[src/rtl/surf_dout_align.sv]
// -----------------------------------------------------------------------------
// surf_dout_align
//
// Word-alignment controller sitting right after the SURF COUT/DOUT receive PHY.
// Watches the 8-bit deserialized DOUT word, pulses the DOUT ISERDES bitslip
// until TRAIN_PATTERN has been seen LOCK_COUNT times in a row, then forwards
// the registered word with a valid flag to the TURFIO DOUT capture logic.
//
// Optional build macro: SURF_DOUT_ALIGN_MISMATCH_CNT_EN
//    defined   : mismatch_count_o is a 16-bit saturating count of CHECK-state
//                mismatches, cleared by reset and start_i
//    undefined : mismatch_count_o is tied to zero
//
// Ports
//    sysclk_i          system clock (PHY CLKDIV domain)
//    rst_n_i           synchronous active-low reset
//    start_i           one-cycle pulse, (re)starts training from any state
//    dout_i[7:0]       deserialized DOUT word
//    bitslip_o         one-cycle bitslip pulse to the DOUT ISERDES
//    locked_o          alignment achieved
//    fail_o            no alignment found in any of the 8 slip positions
//    busy_o            training in progress
//    slip_count_o[2:0] bitslips issued since the last start
//    data_o[7:0]       dout_i delayed by one cycle
//    valid_o           data_o is valid (tracks locked_o)
//    mismatch_count_o  training mismatch counter (see macro above)
//
// State  | meaning
// -------+---------------------------------------------------------------
// IDLE   | waiting for start_i, all outputs low
// CHECK  | comparing dout_i against TRAIN_PATTERN, counting matches
// SLIP   | bitslip_o high for this single cycle
// WAIT   | letting the ISERDES settle after a slip, no compares
// LOCKED | aligned, data_o forwarded with valid_o
// FAIL   | all 8 slip positions tried without a lock
// -----------------------------------------------------------------------------
module surf_dout_align #(
   parameter logic [7:0]  TRAIN_PATTERN = 8'hA6,
   parameter int unsigned LOCK_COUNT    = 16,
   parameter int unsigned SLIP_WAIT     = 4
) (
   input  logic        sysclk_i,
   input  logic        rst_n_i,
   input  logic        start_i,
   input  logic [7:0]  dout_i,
   output logic        bitslip_o,
   output logic        locked_o,
   output logic        fail_o,
   output logic        busy_o,
   output logic [2:0]  slip_count_o,
   output logic [7:0]  data_o,
   output logic        valid_o,
   output logic [15:0] mismatch_count_o
);

   localparam logic [7:0] LOCK_LAST = 8'(LOCK_COUNT - 1);
   localparam logic [3:0] WAIT_LOAD = 4'(SLIP_WAIT - 1);

   typedef enum logic [2:0] {
      ST_IDLE   = 3'd0,
      ST_CHECK  = 3'd1,
      ST_SLIP   = 3'd2,
      ST_WAIT   = 3'd3,
      ST_LOCKED = 3'd4,
      ST_FAIL   = 3'd5
   } state_t;

   state_t      r_state;
   state_t      w_state_nxt;
   logic        w_match;
   logic [7:0]  r_match_cnt;
   logic [3:0]  r_wait_cnt;
   logic [2:0]  r_slip_cnt;
   logic        r_bitslip;
   logic        r_locked;
   logic        r_fail;
   logic        r_busy;
   logic        r_valid;
   logic [7:0]  r_data;

   assign w_match = (dout_i == TRAIN_PATTERN);

   always_comb begin
      w_state_nxt = r_state;
      case (r_state)
         ST_IDLE:   w_state_nxt = ST_IDLE;
         ST_CHECK: begin
            if (w_match) begin
               if (r_match_cnt == LOCK_LAST) w_state_nxt = ST_LOCKED;
            end else if (r_slip_cnt == 3'd7) begin
               w_state_nxt = ST_FAIL;
            end else begin
               w_state_nxt = ST_SLIP;
            end
         end
         ST_SLIP:   w_state_nxt = ST_WAIT;
         ST_WAIT:   if (r_wait_cnt == 4'd0) w_state_nxt = ST_CHECK;
         ST_LOCKED: w_state_nxt = ST_LOCKED;
         ST_FAIL:   w_state_nxt = ST_FAIL;
         default:   w_state_nxt = ST_IDLE;
      endcase
      // start_i overrides every other transition
      if (start_i) w_state_nxt = ST_CHECK;
   end

   // Outputs are registered from the next state so they line up with the
   // state they describe (locked_o and valid_o rise on the locking edge).
   always_ff @(posedge sysclk_i) begin
      if (!rst_n_i) begin
         r_state     <= ST_IDLE;
         r_match_cnt <= 8'd0;
         r_wait_cnt  <= 4'd0;
         r_slip_cnt  <= 3'd0;
         r_bitslip   <= 1'b0;
         r_locked    <= 1'b0;
         r_fail      <= 1'b0;
         r_busy      <= 1'b0;
         r_valid     <= 1'b0;
         r_data      <= 8'd0;
      end else begin
         r_state   <= w_state_nxt;
         r_data    <= dout_i;
         r_bitslip <= (w_state_nxt == ST_SLIP);
         r_locked  <= (w_state_nxt == ST_LOCKED);
         r_valid   <= (w_state_nxt == ST_LOCKED);
         r_fail    <= (w_state_nxt == ST_FAIL);
         r_busy    <= (w_state_nxt == ST_CHECK) || (w_state_nxt == ST_SLIP) ||
                      (w_state_nxt == ST_WAIT);
         if (start_i) begin
            r_match_cnt <= 8'd0;
            r_wait_cnt  <= 4'd0;
            r_slip_cnt  <= 3'd0;
         end else begin
            case (r_state)
               ST_CHECK: begin
                  if (w_match) r_match_cnt <= r_match_cnt + 8'd1;
                  else         r_match_cnt <= 8'd0;
               end
               ST_SLIP: begin
                  // never wraps: CHECK diverts to FAIL once this reaches 7
                  r_slip_cnt <= r_slip_cnt + 3'd1;
                  r_wait_cnt <= WAIT_LOAD;
               end
               ST_WAIT: begin
                  if (r_wait_cnt != 4'd0) r_wait_cnt <= r_wait_cnt - 4'd1;
               end
               default: ;
            endcase
         end
      end
   end

`ifdef SURF_DOUT_ALIGN_MISMATCH_CNT_EN
   logic [15:0] r_mismatch_cnt;

   always_ff @(posedge sysclk_i) begin
      if (!rst_n_i) begin
         r_mismatch_cnt <= 16'd0;
      end else if (start_i) begin
         r_mismatch_cnt <= 16'd0;
      end else if ((r_state == ST_CHECK) && !w_match &&
                   (r_mismatch_cnt != 16'hFFFF)) begin
         r_mismatch_cnt <= r_mismatch_cnt + 16'd1;
      end
   end

   assign mismatch_count_o = r_mismatch_cnt;
`else
   assign mismatch_count_o = 16'h0000;
`endif

   assign bitslip_o    = r_bitslip;
   assign locked_o     = r_locked;
   assign fail_o       = r_fail;
   assign busy_o       = r_busy;
   assign slip_count_o = r_slip_cnt;
   assign data_o       = r_data;
   assign valid_o      = r_valid;

endmodule
[config.mk]
export PLATFORM = sky130hd
export DESIGN_NAME = surf_dout_align
export DESIGN_NICKNAME = d
export VERILOG_FILES = /design/src/rtl/surf_dout_align.sv
export SDC_FILE = /design/constraint.sdc
export NUM_CORES = 1
export LEC_CHECK = 0
export CAP_MARGIN = 10
export CELL_PAD_IN_SITES_DETAIL_PLACEMENT = 2
export CELL_PAD_IN_SITES_GLOBAL_PLACEMENT = 2
export CORE_MARGIN = 8
export CORE_UTILIZATION = 27
export DETAILED_ROUTE_END_ITERATION = 10
export PLACE_DENSITY_LB_ADDON = 0.1
export SYNTH_ARGS = -nofsm -noshare
export SYNTH_HDL_FRONTEND = slang
export SYNTH_SLANG_ARGS = --single-unit
[constraint.sdc]
create_clock -name sysclk_i -period 2.4 [get_ports sysclk_i]
set_input_delay 0.36 -clock sysclk_i [delete_from_list [all_inputs] [get_ports sysclk_i]]
set_output_delay 0.36 -clock sysclk_i [all_outputs]
set_load 0.01 [all_outputs]
# Word-level counts from Yosys, hierarchy flattened
# Index checks and enable logic that the tools add are counted.
# word_totals
register_bits	30
inputBits	11
word_cells	43
# op_classes
n_addsub	3
bitwise_logic	1
eq_ne	14
n_mux	9
reduce_logical	7
# op_table
op	count
$eq A3 B3 Y1 const B	5
$mux W3	5
$pmux W3 S5	1
$eq A3 B2 Y1 const B	4
$add A8 B1 Y8 const B	1
$eq A8 B4 Y1 const B	1
$eq A8 B8 Y1 const B	1
$mux W8	1
$pmux W4 S2	1
$eq A3 B1 Y1 const B	2
$logic_not A4 Y1	1
$mux W4	1
$reduce_bool A4 Y1	1
$sub A4 B1 Y4 const B	1
$add A3 B1 Y3 const B	1
$logic_or A1 B1 Y1	2
$ne A2 B2 Y1 const B	1
$reduce_and A2 Y1	1
$reduce_bool A2 Y1	1
$reduce_or A2 Y1	1
$not A1 Y1	1

# Logic depth before layout (Yosys ltp)
# Gate-level depths: netlist of the first run.
# logic_depth
ltp_word	8
mapped_depth	6
depth_no_buf	6

# Worst setup path before layout of the first run
# OpenSTA, ideal clock, no wires.
# synth_timing
kind	reg2reg
startpoint	register r_state[1]
endpoint	register r_valid, in the netlist valid_o
period_less_slack_ns	1.889
setup_slack_ns	0.511
arrival_ns	1.828
path_buffers	0
required_time_ns	2.339
path_stages_with_launch	7
setup_ns	0.061
cell_sequence	dfxtp_1 inv_1 ha_1 nor4bb_1 or4_1 a211oi_2 and4b_1
# synth_between
elab_chain_cells	5
word_cells_on_any_way	11
classes_between	eq/ne (6); mux (5)
# synth_lines
element	line	rtl
start: declaration	68	state_t r_state;
start signal: assignment	121	r_state <= w_state_nxt;
$mux W3	89	if (r_match_cnt == LOCK_LAST) w_state_nxt = ST_LOCKED;
$mux W3	88	if (w_match) begin
$pmux W3 S5 *	85	case (r_state)
$mux W3 *	103	if (start_i) w_state_nxt = ST_CHECK;
$eq A3 B3 Y1 *	125	r_valid <= (w_state_nxt == ST_LOCKED);
end signal: assignment	125	
end: declaration	78	logic r_valid;
# Mark *: on every way between the ends. The rest lies on a longest branch, timed or not.
# A chain may end at the register's enable or synchronous reset.

# Worst setup path in the final report of the first run
# Ends and elaborated chain as after synthesis.

==> results of run 1 <==
[power breakdown]
group / switching, mW / internal (mW)
combinational: 0.0599 / 0.0524
sequential: 0.00678 / 0.510
clock: 0.179 / 0.199
[worst reg2reg max path, delay by kind of cell, from the launching register on]
family                     cells  cell delay [ps]
and+or+nand+nor                3              890
DFF                            1              430
buffers and inverters          1               90
AOI/OAI and AO/OA              1              330
adders and majority gates      1              380
[routing by layer]
metal / share of wire / up-vias / track usage
li1: - / 585 / -
met3: 0.074 / 5 / 0.0482
met4: 0.013 / 0 / 0.0402
met2: 0.50 / 33 / 0.188
met1: 0.41 / 598 / 0.105
met5: 0 / - / 0
[per-stage QoR]
| step | hold WS, ps | cells | setup WS (ps) |
|---|---|---|---|
| after floorplan | 448 | 179 | 511 |
| after global placement | 464 | 258 | 191 |
| after detailed placement | 475 | 258 | 145 |
| after CTS | 494 | 265 | 168 |
| after global routing | 517 | 265 | 66.1 |
| final | 490 | 265 | 205 |
[kinds of logic (layout without fill, tap and decap cells)]
kind of cell | count (synthesis) | in the layout | share of synthesized area
adder cells (fa/ha/maj) | 6 | 6 | 0.0501
AND/OR/NAND/NOR | 71 | 71 | 0.280
multiplexers | 2 | 2 | 0.0134
XOR/XNOR | 10 | 10 | 0.0584
other | 1 | 16 | 0.00250
buffers and inverters | 26 | 40 | 0.109
flip-flops | 30 | 30 | 0.401
AO/OA/AOI/OAI | 18 | 18 | 0.0868
[final timing paths]
kind | startpoint | endpoint | depth (start not counted)
min reg2reg | r_match_cnt[1]$_SDFFE_PP0P_ | r_match_cnt[1]$_SDFFE_PP0P_ | 2
min | r_match_cnt[1]$_SDFFE_PP0P_ | r_match_cnt[1]$_SDFFE_PP0P_ | 2
max | r_state[1]$_SDFF_PN0_ | valid_o$_SDFF_PN0_ | 6
max reg2reg | r_state[1]$_SDFF_PN0_ | valid_o$_SDFF_PN0_ | 6
[layout make-up]
type	instances	area, um2
multi-input combinational	123	792
tap	72	90.1
inverter	4	15.0
sequential	30	601
clock buffer	7	76.3
timing repair buffer	29	283
fill	635	3580
[state kept, by name (all words and copies together), names as in the netlist]
name	flops
bitslip_o	1
busy_o	1
data_o	8
fail_o	1
r_match_cnt	8
r_state	3
r_wait_cnt	4
slip_count_o	3
valid_o	1
[layout by cell type (no fill, tap or decap), drive strengths merged, types with 2 or more instances in the layout]
cell type,count
ha,6
a211oi,3
dfxtp,30
mux2i,2
inv,4
a21oi,6
or4bb,3
nor2b,3
nor4bb,4
nand4,2
conb,16
and2,11
nor3,6
xor2,8
clkbuf,7
xnor2,2
nand3,8
buf,3
o21ai,3
nor2,14
clkdlybuf4s50,26
nand2,8
nand2b,4
[synthesized netlist by cell type (4+ instances only)]
library cell   n  area share
a21oi_1        6       0.020
and2_1        11       0.046
buf_4         17       0.085
clkbuf_1       4       0.010
dfxtp_1       30        0.40
ha_1           6       0.050
inv_1          4       0.010
nand2_1        8       0.020
nand2b_1       4       0.017
nand3_1        8       0.027
nor2_1        14       0.035
nor3_1         5       0.017
nor4bb_1       4       0.027
xor2_1         8       0.047
==> impl_results.md, run 1 <==
* Syn-to-layout area delta at 23.9%
* IO Count at 43
* Slew Limit Fails at 0
* Gr usage total at 0.106
* Clock root buffer: clkbuf_8
* Final Hold Vio Count at 0
* Buf/Inv on CP at 1
* Worst vdd ir at about 0.23 mV
* Die height at 90.5 um
* Design area at roughly 1900 um2
* Die width at 90.5 um
* Status: completed
* Worst path top cell family by delay: simple AND/OR/NAND/NOR gates
* Ys Warns at 0
* Total number of vias at between 1000 and 1500
* P_leak at 0.687 nW
* Worst Hold Class: register to register
* Setup TNS Final at 0 ps
* Crit-path max FO at 7
* Reg2reg setup slack at between 200 and 250 ps
* Gpl congestion at ~0.71
* Clk slew on worst S/H paths at about 60 ps
* Total power at a little over 1 mW
* Num Clock Sinks at 30
* First-pass GRT wire length at between 7000 and 8000 um
* Routed WL at between 4000 and 5000 um
* Critical path data arrival time at roughly 2400 ps
* Post-synth EDFFs at 0
* Htree depth at 2
* CTS buffer count at 5
* PortBufs at 26
* Total placed instance area at roughly 1800 um2
* Share of layout cells above drive strength 1 at 0.0570
* Synth unique cells at 39
* Fin util at 0.341
* Worst Setup Path Type: register to register
* Post-synthesis sequential area ratio at 0.401
* Cell Area, Synth at between 1000 and 1500 um2
* DR WL/cell at 15.6 um
* Part of the cycle the worst path needs at 0.914
* Post-route minimum period at roughly 2200 ps
* DR iter-0 viols at 38
* Initial Util at 0.276
* Antenna Nets Post-Route at 0
* Max incr delay on CP at 570 ps
* Fmax at between 400 and 500 MHz
* Layout Skew at 6.53 ps
* Longest Clk Path Bufs at 2
* Via count of the first global-routing pass at ~1400
* Final setup violation count at 0
* Post-Synthesis Cells at about 160
* Die area at about 8200 um2
* CTS tree: yes
* MaxCap Viol Count at 0
* Crit-path slowest cell: or4_1
* Ys async rst share at 0
* Ant diodes at 0
* Worst-skew pair later-pin latency at between 200 and 300 ps
* DP Wirelength at approximately 3300 um
* Endpoint type of the worst setup path: register
* Avg Inst Size Synth at slightly above 9 um2
* Post_cts resized at 0
* RSZ-0062 raised after global routing: false
* Initial antenna violation count at 0
* Critical Path RT at ~2600 ps
* Post-CTS Setup Bufs at 0
* PwrDens at roughly 540 nW/um2
* Startpoint types: register
* Row count at 27
* Detailed-route DRC error count at 0
* Global route overflow at 0
* Vias per Instance at roughly 4.6
* Placeable Area at approximately 5400 um2
* Pin count of the biggest net entering global routing at 13
* Worst-path cell chain: inv_1, ha_1, nor4bb_1, or4_1, a211oi_2, and4b_1
* Final net count at 210
* CTS Hold Bufs at 0
* Register bit total from synthesis at 30
* DR pass1 iterations at 4
* Main synth FF type: dfxtp_1
(Power assumes the default switching activity.)
==> run 2, diff against run 1 <==
==> constraint.sdc (replaced) <==
create_clock -name sysclk_i -period 2.49 [get_ports sysclk_i]
set_input_delay 0.3735 -clock sysclk_i [delete_from_list [all_inputs] [get_ports sysclk_i]]
set_output_delay 0.3735 -clock sysclk_i [all_outputs]
set_load 0.01 [all_outputs]
==> impl_results.md, run 2 (same netlist as run 1, synthesis figures left out) <==
* Status: completed
* Final setup violation count at 0
* Max incr delay on CP at between 500 and 600 ps
* Critical path data arrival time at 2390 ps
* FF-to-FF Start: r_state[1]$_SDFF_PN0_
* MaxCap Viol Count at 0
* Total placed instance area at 1780 um2
* Via count of the first global-routing pass at around 1400
* Buf/Inv on CP at 1
* DR iter-0 viols at 25
* Final net count at 210
* PortBufs at 26
* Die height at approximately 90 um
* Antenna Nets Post-Route at 0
* GRT met3 Usage at 0.0432
* Share of layout cells above drive strength 1 at 0.0570
* Worst-skew pair later-pin latency at between 200 and 300 ps
* First-pass GRT wire length at 6810 um
* Die width at 90.5 um
* Pre-CTS setup slack at 201 ps
* Gr busiest metal: met2
* PwrDens at about 520 nW/um2
* Worst vdd ir at 0.173 mV
* Hold_ws at slightly below 500 ps
* Initial Util at 0.276
* Htree depth at 2
* Critical Path RT at about 2700 ps
* DR pass1 iterations at 4
* Non-Filler Instances at 265
* Hold Path Origin: r_match_cnt[1]$_SDFFE_PP0P_
* Pin count of the biggest net entering global routing at 13
* DR WL/cell at 15.5 um
* M1 GR Usage at 0.102
* P_leak at roughly 0.7 nW
* Fmax at 460 MHz
* Fin util at 0.341
* R2r worst-path depth at 6
* Worst Hold Class: register to register
* Routed WL at between 4000 and 5000 um
* Post_cts resized at 0
* Endpoint type of the worst setup path: register
* Placed Cells at 258
* Gr usage total at 0.102
* Design area at 1860 um2
* Setup ws final at around 320 ps
* Num Clock Sinks at 30
* Syn-to-layout area delta at 23.9%
* Total power at 0.973 mW
* Commonest non-fill, non-tap cells in the layout: 30 x dfxtp_1, 26 x clkdlybuf4s50_1, 16 x conb_1
* Ant diodes at 0
* DP Wirelength at around 3300 um
* Die area at ~8200 um2
* IO Count at 43
* Post-route minimum period at 2170 ps
* Clk slew on worst S/H paths at 60 ps
* Final Hold Vio Count at 0
* Longest Clk Path Bufs at 2
* Reg2reg setup slack at ~320 ps
* CTS tree: yes
* Worst path top cell family by delay: simple AND/OR/NAND/NOR gates
* Layout Skew at around 5.5 ps
* Placeable Area at 5440 um2
* Startpoint types: register
* CTS Hold Bufs at 0
* CTS buffer count at 5
* Crit-path slowest cell: or4_1
* Crit-path max FO at 7
* Worst hold path cell count at 2
* Vias per Instance at ~4.6
* Met2 Resource Use GR at 0.183
* Fillers at slightly above 600
* Commonest non-fill, non-tap cell in the layout: dfxtp_1
* Total number of vias at 1208
* Initial antenna violation count at 0
* Detailed-route DRC error count at 0
* Global route overflow at 0
* Clock root buffer: clkbuf_8
* Part of the cycle the worst path needs at 0.873
* Worst Setup Path Type: register to register
* Setup TNS Final at 0 ps
* Row count at 27
* Post-CTS Setup Bufs at 0
* Slew Limit Fails at 0
* Worst-path cell chain: inv_1, ha_1, nor4bb_1, or4_1, a211oi_2, and4b_1
* Gpl congestion at ~0.7
* RSZ-0062 raised after global routing: false
* RR Endpoint: valid_o$_SDFF_PN0_
* Worst Hold End: r_match_cnt[1]$_SDFFE_PP0P_
-- run 2: cell counts in the layout (fill, tap and decap cells not counted) --
No cell type changed its count.
-- run 2: worst max-delay path by stage --
stage                              end  slack [ps]  cells past startpoint             startpoint
CTS                 valid_o$_SDFF_PN0_         280                      6  r_state[1]$_SDFF_PN0_
detailed placement   fail_o$_SDFF_PN0_         200                      5              dout_i[2]
finish              valid_o$_SDFF_PN0_         320                      6  r_state[1]$_SDFF_PN0_
global placement     fail_o$_SDFF_PN0_         270                      5              dout_i[7]
floorplan           valid_o$_SDFF_PN0_         600                      6  r_state[1]$_SDFF_PN0_
global route        valid_o$_SDFF_PN0_         140                      6  r_state[1]$_SDFF_PN0_
-- run 2: power by group --
| part | switching [mW] | internal, mW |
|---|---|---|
| registers | 0.00636 | 0.492 |
| clock network | 0.175 | 0.192 |
| logic | 0.0573 | 0.0505 |
-- run 2: worst reg2reg max path, cell delays in order (launching register included) --
cell and delay [ps]:
dfxtp_1 430, inv_1 90, ha_1 360, nor4bb_1 80, or4_1 560, a211oi_2 330, and4b_1 250
-- run 2: layout make-up --
class	count	area (um2)	area share
multi-input combinational	123	792	0.427
sequential	30	601	0.323
timing repair buffer	29	283	0.152
tap	72	90.1	0.0485
clock buffer	7	76.3	0.0411
inverter	4	15.0	0.00809
-- run 2: layer usage --
layer  vias up  routed length, um
met2        30               2080
met3         5                289
met4         0                 54
li1        586                  -
met1       587               1670
met5         -                  0
==> run 3, diff against run 2 <==
==> constraint.sdc (replaced) <==
create_clock -name sysclk_i -period 2.49 [get_ports sysclk_i]
set_input_delay 0.3735 -clock sysclk_i [delete_from_list [all_inputs] [get_ports sysclk_i]]
set_output_delay 0.3735 -clock sysclk_i [all_outputs]
set_load 0.05 [all_outputs]
==> results of run 3 <==
The final DEF is identical to that of run 2. Status: completed.
Among the figures that moved: total power 0.973 mW -> 1.04 mW; worst IR drop on VDD 0.173 mV -> 0.175 mV
